`src/rtl/img_pkg.sv`:
```
// Shared definitions for the 3x3 window builder.
//   PIX_W           bits per RGB444 pixel {R,G,B}
//   R_W/G_W/B_W     colour field widths
//   SLOT_*          slot numbers inside the 9-slot window, SLOT_CENTRE is the MSB slot
//   WIN_W           width of one window
//   state_t         builder FSM states
//   slot_lsb()      lowest bit of a slot inside the window vector
package img_pkg;

    localparam int R_W   = 4;
    localparam int G_W   = 4;
    localparam int B_W   = 4;
    localparam int PIX_W = R_W + G_W + B_W;

    localparam int SLOT_CENTRE    = 8;
    localparam int SLOT_LEFT      = 7;
    localparam int SLOT_RIGHT     = 6;
    localparam int SLOT_UP        = 5;
    localparam int SLOT_DOWN      = 4;
    localparam int SLOT_UPLEFT    = 3;
    localparam int SLOT_UPRIGHT   = 2;
    localparam int SLOT_DOWNLEFT  = 1;
    localparam int SLOT_DOWNRIGHT = 0;

    localparam int WIN_W = 9 * PIX_W;

    typedef enum logic [2:0] {
        ST_IDLE  = 3'd0,
        ST_FILL  = 3'd1,
        ST_RUN   = 3'd2,
        ST_PAD   = 3'd3,
        ST_FLUSH = 3'd4
    } state_t;

    function automatic int slot_lsb(input int slot);
        return slot * PIX_W;
    endfunction

endpackage

```
`src/rtl/line_buffer.sv`:
```
// One-line delay RAM: every advance reads the word written DEPTH advances ago
// and overwrites it with din. The read is combinational from the current
// pointer, so dout is the "one line up" pixel for the column being accepted.
//   clk, reset  clock, asynchronous active-high reset (pointer only)
//   advance     perform one read/write and step the pointer
//   din         word to store
//   dout        word stored DEPTH advances earlier
module line_buffer #(
    parameter int DEPTH = 160,
    parameter int WIDTH = 12
) (
    input  logic             clk,
    input  logic             reset,
    input  logic             advance,
    input  logic [WIDTH-1:0] din,
    output logic [WIDTH-1:0] dout
);

    localparam int AW = (DEPTH > 1) ? $clog2(DEPTH) : 1;
    localparam logic [AW-1:0] PTR_LAST = AW'(DEPTH - 1);

    logic [WIDTH-1:0] mem [DEPTH];
    logic [AW-1:0]    ptr;

    assign dout = mem[ptr];

    // Contents are don't-care after reset; only the pointer is cleared.
    always_ff @(posedge clk) begin
        if (advance) begin
            mem[ptr] <= din;
        end
    end

    always_ff @(posedge clk or posedge reset) begin
        if (reset) begin
            ptr <= '0;
        end else if (advance) begin
            ptr <= (ptr == PTR_LAST) ? '0 : ptr + AW'(1);
        end
    end

endmodule

```
`src/rtl/window3x3_builder.sv`:
```
// Builds the 3x3 neighbourhood of every pixel of a raster-scanned RGB444 frame.
// Optional build macro: BORDER_ZERO_EN (out-of-frame neighbours read as zero
// instead of the replicated edge pixel; timing is identical).
//   clk, reset    clock, asynchronous active-high reset
//   frame_start   pulse one cycle before the first pixel; aborts a frame in progress
//   pix_in        raster-order pixel, accepted when pix_valid && in_ready
//   pix_valid     pix_in valid
//   in_ready      registered, high only in FILL and RUN
//   window_out    9 slots, MSB first: centre,left,right,up,down,upleft,upright,downleft,downright
//   window_valid  one-cycle strobe per window, no backpressure
//   center_x/y    coordinates of the window centre
//   frame_done    strobe together with the window for (W-1,H-1)
//   dbg_state     current FSM state
// Handshake: a pixel moves only on a cycle with pix_valid && in_ready; when
// in_ready is low the source must hold pix_in/pix_valid unchanged. A beat that
// coincides with frame_start is discarded because the frame restarts.
module window3x3_builder
    import img_pkg::*;
#(
    parameter int IMG_WIDTH  = 160,
    parameter int IMG_HEIGHT = 120
) (
    input  logic             clk,
    input  logic             reset,
    input  logic             frame_start,
    input  logic [PIX_W-1:0] pix_in,
    input  logic             pix_valid,
    output logic             in_ready,
    output logic [WIN_W-1:0] window_out,
    output logic             window_valid,
    output logic [7:0]       center_x,
    output logic [7:0]       center_y,
    output logic             frame_done,
    output state_t           dbg_state
);

`ifdef BORDER_ZERO_EN
    localparam bit ZERO_PAD = 1'b1;
`else
    localparam bit ZERO_PAD = 1'b0;
`endif

    // Column counter also runs to IMG_WIDTH during FLUSH; row counter reaches
    // IMG_HEIGHT in FLUSH so that centre row is always row - 1.
    localparam int CW = $clog2(IMG_WIDTH + 1);
    localparam int RW = $clog2(IMG_HEIGHT + 1);
    localparam logic [CW-1:0] COL_LAST = CW'(IMG_WIDTH - 1);
    localparam logic [CW-1:0] COL_END  = CW'(IMG_WIDTH);
    localparam logic [RW-1:0] ROW_LAST = RW'(IMG_HEIGHT - 1);

    state_t           state;
    logic [CW-1:0]    col;
    logic [RW-1:0]    row;

    // Two previous columns of the three rows: u = y-1 (up), m = y (centre), d = y+1 (down).
    logic [PIX_W-1:0] u1, u2, m1, m2, d1, d2;
    logic [PIX_W-1:0] lb1_q, lb2_q;

    logic             accept, advance, emit;
    logic [CW-1:0]    emit_x;
    logic [RW-1:0]    emit_y;
    logic             left_edge, right_edge, top_edge, bot_edge;
    logic [PIX_W-1:0] px [3][3];
    logic [1:0]       r_up, r_dn, c_l, c_r;
    logic [WIN_W-1:0] win_next;

    assign dbg_state = state;

    // The newest column arriving this beat is {lb2_q, lb1_q, pix_in}.
    line_buffer #(.DEPTH(IMG_WIDTH), .WIDTH(PIX_W)) u_lb_row1 (
        .clk     (clk),
        .reset   (reset),
        .advance (advance),
        .din     (pix_in),
        .dout    (lb1_q)
    );

    line_buffer #(.DEPTH(IMG_WIDTH), .WIDTH(PIX_W)) u_lb_row2 (
        .clk     (clk),
        .reset   (reset),
        .advance (advance),
        .din     (lb1_q),
        .dout    (lb2_q)
    );

    assign accept  = pix_valid && in_ready && !frame_start;
    // FLUSH keeps clocking the line buffers to drain the last line; its final
    // cycle (col == COL_END) only emits the right-edge window.
    assign advance = accept || (state == ST_FLUSH && col != COL_END && !frame_start);
    assign emit    = !frame_start &&
                     ((accept && state == ST_RUN && col != '0) ||
                      state == ST_PAD ||
                      (state == ST_FLUSH && col != '0));

    assign emit_x = (state == ST_PAD) ? COL_LAST : col - CW'(1);
    assign emit_y = row - RW'(1);

    assign left_edge  = (emit_x == '0);
    assign right_edge = (emit_x == COL_LAST);
    assign top_edge   = (emit_y == '0);
    assign bot_edge   = (emit_y == ROW_LAST);

    function automatic logic [PIX_W-1:0] fill(input logic oob, input logic [PIX_W-1:0] v);
        return (ZERO_PAD && oob) ? '0 : v;
    endfunction

    // Clamping is done by redirecting the row/column index to the centre;
    // the zero build uses the same indices and then blanks out-of-frame slots.
    always_comb begin
        px[0][0] = u2;  px[0][1] = u1;  px[0][2] = lb2_q;
        px[1][0] = m2;  px[1][1] = m1;  px[1][2] = lb1_q;
        px[2][0] = d2;  px[2][1] = d1;  px[2][2] = pix_in;

        r_up = top_edge   ? 2'd1 : 2'd0;
        r_dn = bot_edge   ? 2'd1 : 2'd2;
        c_l  = left_edge  ? 2'd1 : 2'd0;
        c_r  = right_edge ? 2'd1 : 2'd2;

        win_next = '0;
        win_next[slot_lsb(SLOT_CENTRE)    +: PIX_W] = px[1][1];
        win_next[slot_lsb(SLOT_LEFT)      +: PIX_W] = fill(left_edge, px[1][c_l]);
        win_next[slot_lsb(SLOT_RIGHT)     +: PIX_W] = fill(right_edge, px[1][c_r]);
        win_next[slot_lsb(SLOT_UP)        +: PIX_W] = fill(top_edge, px[r_up][1]);
        win_next[slot_lsb(SLOT_DOWN)      +: PIX_W] = fill(bot_edge, px[r_dn][1]);
        win_next[slot_lsb(SLOT_UPLEFT)    +: PIX_W] = fill(top_edge | left_edge, px[r_up][c_l]);
        win_next[slot_lsb(SLOT_UPRIGHT)   +: PIX_W] = fill(top_edge | right_edge, px[r_up][c_r]);
        win_next[slot_lsb(SLOT_DOWNLEFT)  +: PIX_W] = fill(bot_edge | left_edge, px[r_dn][c_l]);
        win_next[slot_lsb(SLOT_DOWNRIGHT) +: PIX_W] = fill(bot_edge | right_edge, px[r_dn][c_r]);
    end

    always_ff @(posedge clk or posedge reset) begin
        if (reset) begin
            state        <= ST_IDLE;
            in_ready     <= 1'b0;
            col          <= '0;
            row          <= '0;
            u1 <= '0; u2 <= '0; m1 <= '0; m2 <= '0; d1 <= '0; d2 <= '0;
            window_out   <= '0;
            window_valid <= 1'b0;
            center_x     <= '0;
            center_y     <= '0;
            frame_done   <= 1'b0;
        end else begin
            window_valid <= emit;
            frame_done   <= emit && state == ST_FLUSH && col == COL_END;
            if (emit) begin
                window_out <= win_next;
                center_x   <= 8'(emit_x);
                center_y   <= 8'(emit_y);
            end

            if (advance) begin
                u2 <= u1;  u1 <= lb2_q;
                m2 <= m1;  m1 <= lb1_q;
                d2 <= d1;  d1 <= pix_in;
            end

            if (frame_start) begin
                state    <= ST_FILL;
                in_ready <= 1'b1;
                col      <= '0;
                row      <= '0;
            end else begin
                unique case (state)
                    ST_IDLE: begin
                        in_ready <= 1'b0;
                    end
                    ST_FILL: begin
                        if (accept) begin
                            if (col == COL_LAST) begin
                                col   <= '0;
                                row   <= RW'(1);
                                state <= ST_RUN;
                            end else begin
                                col <= col + CW'(1);
                            end
                        end
                    end
                    ST_RUN: begin
                        if (accept) begin
                            if (col == COL_LAST) begin
                                col      <= '0;
                                state    <= ST_PAD;
                                in_ready <= 1'b0;
                            end else begin
                                col <= col + CW'(1);
                            end
                        end
                    end
                    ST_PAD: begin
                        row <= row + RW'(1);
                        if (row == ROW_LAST) begin
                            state <= ST_FLUSH;
                        end else begin
                            state    <= ST_RUN;
                            in_ready <= 1'b1;
                        end
                    end
                    ST_FLUSH: begin
                        if (col == COL_END) begin
                            col   <= '0;
                            row   <= '0;
                            state <= ST_IDLE;
                        end else begin
                            col <= col + CW'(1);
                        end
                    end
                    default: begin
                        state    <= ST_IDLE;
                        in_ready <= 1'b0;
                    end
                endcase
            end
        end
    end

endmodule

```
`config.mk`:
```
export PLATFORM = sky130hd
export DESIGN_NAME = window3x3_builder
export DESIGN_NICKNAME = d
export VERILOG_FILES = /design/src/rtl/img_pkg.sv /design/src/rtl/line_buffer.sv /design/src/rtl/window3x3_builder.sv
export SDC_FILE = /design/constraint.sdc
export NUM_CORES = 2
export LEC_CHECK = 0
export CORE_MARGIN = 2
export CORE_UTILIZATION = 50
export DETAILED_ROUTE_END_ITERATION = 7
export GPL_TIMING_DRIVEN = 0
export HOLD_SLACK_MARGIN = 0.08
export PLACE_DENSITY = 0.71
export REMOVE_ABC_BUFFERS = 1
export SLEW_MARGIN = 20
export SYNTH_ARGS = -nofsm -noshare
export SYNTH_HDL_FRONTEND = slang
export SYNTH_SLANG_ARGS = --single-unit
export TNS_END_PERCENT = 50
```
`constraint.sdc`:
```
create_clock -name clk -period 15.28 [get_ports clk]
set_input_delay 2.292 -clock clk [delete_from_list [all_inputs] [get_ports clk]]
set_output_delay 2.292 -clock clk [all_outputs]
set_load 0.01 [all_outputs]
```
==> key figures <==
Power
  • Power density cells: 191 nW/um^2
  • Worst voltage drop across the vdd grid: 0.181 mV
  • Internal power: approximately 24000 uW
  • Switching Fraction: 0.317
  • Lkg Pwr: 0.0574 uW
  • Switching pwr: 11100 uW
  • Relative contribution of sequential cells to total power: 0.420
  • Combinational share of power: 0.296
  • Clk network pwr share: 0.284

Layout
  • Area growth from synthesis to final layout: 14.6%
  • Storage element area: 121000 sq um
  • Registers with the most flip-flops: u_lb_row1.mem (1920), u_lb_row2.mem (1920), window_out (108)
  • Fraction of layout instances using a drive strength above 1: 0.269
  • Final #Nets: 8235
  • Number of filler instances in the final layout: roughly 22000
  • Area occupied by multi-input gates: 36700 sq um

Synthesis
  • Async SR Flop Fraction: 0.0570
  • Number of synthesized flops with an enable pin: 3840
  • Sequential share of the synthesized area: 0.761
  • Commonest register cell after synthesis: edfxtp_1
  • Warnings, synthesis: 0
  • Count of cell types in the netlist: 90
  • Synth Cell Area: 159000 sq um
  • #FFs+latches synth: 4072
  • Post-synthesis cell count: 7882
  • Mean instance size in the synthesized netlist: roughly 20 sq um

CTS
  • Buffer count from post-CTS setup fixing: 0
  • Longest Clk Path Bufs: 4
  • # resized after CTS: 0
  • CTS tree: done
  • CTS HTree Levels: 5
  • Hold Buf Count CTS: 0
  • CTS buffer count: 396
  • Clk sinks: ~4100
  • Insertion delay of the later-clocked pin in the worst-skew pair: 0.99 ns
  • CTS clk-pin slew, worst paths: 0.06 ns
  • Clk Tree Root Cell: clkbuf_16

Worst setup path
  • Critical path arrival: 6.56 ns
  • Highest net fanout along the worst path: 42
  • Cell chain of the critical path: clkdlybuf4s50_1 > a311o_1 > o21a_4 > buf_16 > nor3_1 > nand2_2 > nor2_2
  • Critical Path RT: between 15 and 20 ns
  • Critical path class: input port to flop
  • Start point of the critical path: frame_start
  • Setup crit start kind: input port
  • Delay contributed by the slowest stage of the critical path: ~0.96 ns
  • Endpoint type of the worst setup path: flop
  • Cell with the largest stage delay on the worst path: nor2_2
  • Crit Reg-Reg Startpoint: u_lb_row1.ptr[0]

Timing
  • Count of endpoints failing hold in the final timing report: 0
  • Time the final worst path needs with I/O delays and setup: 6.00 ns
  • Setup Viol. Count Final: 0
  • Transition at the pin with the smallest max-transition slack: 1.25 ns
  • Worst slew margin relative to its limit: 0.154
  • RSZ-0062 raised after global routing: false
  • Setup TNS: 0 ns
  • Clk_skew: 0.0823 ns
  • F_max: roughly 170 MHz
  • Final Hold Slack: 0.463 ns
  • Final period utilization: 0.393
  • Final number of max-transition violations: 0
  • Min setup slack post-route: 9.28 ns

Placed design
  • Final weighted congestion in routability-driven placement: 0.845
  • Detailed-placement wirelength estimate: 253000 um
  • Post-Place Worst Slack: 8.21 ns
  • Quantity of I/O buffers inserted on ports: 144

Floorplanning
  • IO Count: 146
  • Die outline height: 568 um
  • Die outline width: 568 um
  • Core Rows: ~210
  • Starting utilization of the core area: 0.502
  • Placeable core area: 317000 sq um
  • Total die area: 323000 sq um

Flow run
  • Max Cap Violations: 0

Drt
  • Vias per cell: roughly 6.5
  • Residual DRC count: 7
  • Iteration-0 DRC Markers: 12895
  • DR WL/cell: 32.5 um
  • Total Routed Length: 413000 um
  • Overall via count from detail_route: 82334
  • Iteration count of the initial detailed-routing pass: 8
  • Number of nets with antenna violations after routing: 0

GRT
  • Number of antenna violations at the first check in global routing: 8
  • Total gr overflow: 0
  • Total GRT Usage: 0.254
  • Number of global-route vias before repair: 82069
  • Pin count of the biggest net entering global routing: about 130
  • Global-route wire length before repair: 593000 um

Status
  • Status: finished with violations
  • Failing checks: design-rule violations

Worst hold path
  • Class of the worst hold path: flop to flop
  • Launch instance of the worst min-delay path: window_out[96]
-- path summary, 6_finish.rpt --
check / slack (ns) / to / cells past startpoint
max: 9.28 / u_lb_row1.mem[6][3] / 7
min: 0.46 / window_out[96] / 2
max reg2reg: 9.29 / u_lb_row2.mem[154][6] / 13
min reg2reg: 0.46 / window_out[96] / 2
max in group asynchronous: 12.57 / u_lb_row1.ptr[3] / 3
min in group asynchronous: 1.71 / d1[4] / 2
-- cell type report --
cell class | count | area share
inverter | 21 | 0.000604
multi-input combinational | 3336 | 0.201
clock buffer | 482 | 0.0573
timing repair buffer | 378 | 0.0333
sequential | 4072 | 0.664
tap | 4180 | 0.0287
clock inverter | 247 | 0.0145
antenna | 8 | 0.000110
-- cell usage after synthesis, drive strengths merged (7+ instances only) --
cell type	instances	share of area
edfxtp	3840	0.72
mux4	1003	0.14
nand2	613	0.014
nor2	530	0.013
buf	278	0.011
dfrtp	232	0.036
mux2i	204	0.013
clkbuf	175	0.0041
o21ai	171	0.0054
nand3	105	0.0033
a21oi	95	0.0030
a22oi	67	0.0032
o22ai	55	0.0022
nor3	43	0.0014
nor2b	33	0.0013
a32oi	30	0.0017
a31oi	25	0.00098
mux2	25	0.0018
nand4	25	0.0010
and3	23	0.00090
a221oi	20	0.0012
inv	18	0.00042
nand2b	18	0.00071
a211oi	17	0.00083
nor4	16	0.00067
a22o	15	0.00083
o211ai	15	0.00071
xnor2	15	0.00083
ha	14	0.0011
and2	11	0.00043
o31ai	10	0.00047
o32ai	9	0.00050
nand3b	8	0.00038
nor4b	7	0.00046
xor2	7	0.00039
-- power by group through the flow --
| stage | registers [uW] | clock network [uW] | logic (uW) |
|---|---|---|---|
| final | 14600 | 9900 | 10300 |
| after global routing | 14700 | 10400 | 10800 |
| after CTS | 14600 | 9950 | 10200 |
| after detailed placement | 14900 | 0 | 10100 |
| after global placement | 17000 | 0 | 11300 |
| after floorplan | 15900 | 0 | 6940 |
-- layer usage --
layer | GRT usage | vias up | wire, um
met5 | 0 | - | 148
li1 | - | 32919 | -
met3 | 0.0704 | 868 | 48700
met4 | 0.0848 | 12 | 15500
met1 | 0.357 | 43260 | 157000
met2 | 0.388 | 5275 | 192000
-- per-stage QoR --
stage               total power, uW   util  cell area, sq um  instances
CTS                           34800  0.575            182000      12716
global placement              28200  0.515            163000      11753
global route                  35800  0.575            182000      12718
finish                        34900  0.575            182000      12724
floorplan                     22800      -            157000       7429
detailed placement            25000  0.533            169000      11987
-- worst max-delay path, delay by kind of cell --
family                 cells  cell delay (ns)
AOI/OAI and AO/OA          2             0.80
buffers and inverters      2             0.96
and+or+nand+nor            3             2.40
-- cell usage in the layout (no fill, tap or decap), drive strengths merged, types with 9 or more instances in the layout --
| cell type | count |
|---|---|
| edfxtp | 3840 |
| mux4 | 1003 |
| nand2 | 613 |
| nor2 | 530 |
| clkbuf | 482 |
| buf | 246 |
| dfrtp | 232 |
| mux2i | 204 |
| o21ai | 171 |
| clkinv | 170 |
| clkdlybuf4s50 | 132 |
| nand3 | 105 |
| a21oi | 95 |
| a22oi | 67 |
| o22ai | 55 |
| bufinv | 46 |
| nor3 | 43 |
| nor2b | 33 |
| inv | 33 |
| a32oi | 30 |
| a31oi | 25 |
| mux2 | 25 |
| nand4 | 25 |
| and3 | 23 |
| a221oi | 20 |
| clkinvlp | 19 |
| nand2b | 18 |
| a211oi | 17 |
| nor4 | 16 |
| o211ai | 15 |
| a22o | 15 |
| xnor2 | 15 |
| ha | 14 |
| and2 | 11 |
| o31ai | 10 |
| o32ai | 9 |
-- cells by family (layout without fill, tap and decap cells) --
kind of cell | after synthesis | after routing | synth area share
AO/OA/AOI/OAI | 597 | 597 | 0.0247
XOR/XNOR | 22 | 22 | 0.00121
adder cells (fa/ha/maj) | 14 | 14 | 0.00110
buffers and inverters | 474 | 1128 | 0.0161
flip-flops | 4072 | 4072 | 0.761
multiplexers | 1232 | 1232 | 0.157
other | 1 | 9 | 0.0000236
AND/OR/NAND/NOR | 1470 | 1470 | 0.0395
Power figures use the tool's default switching activity.
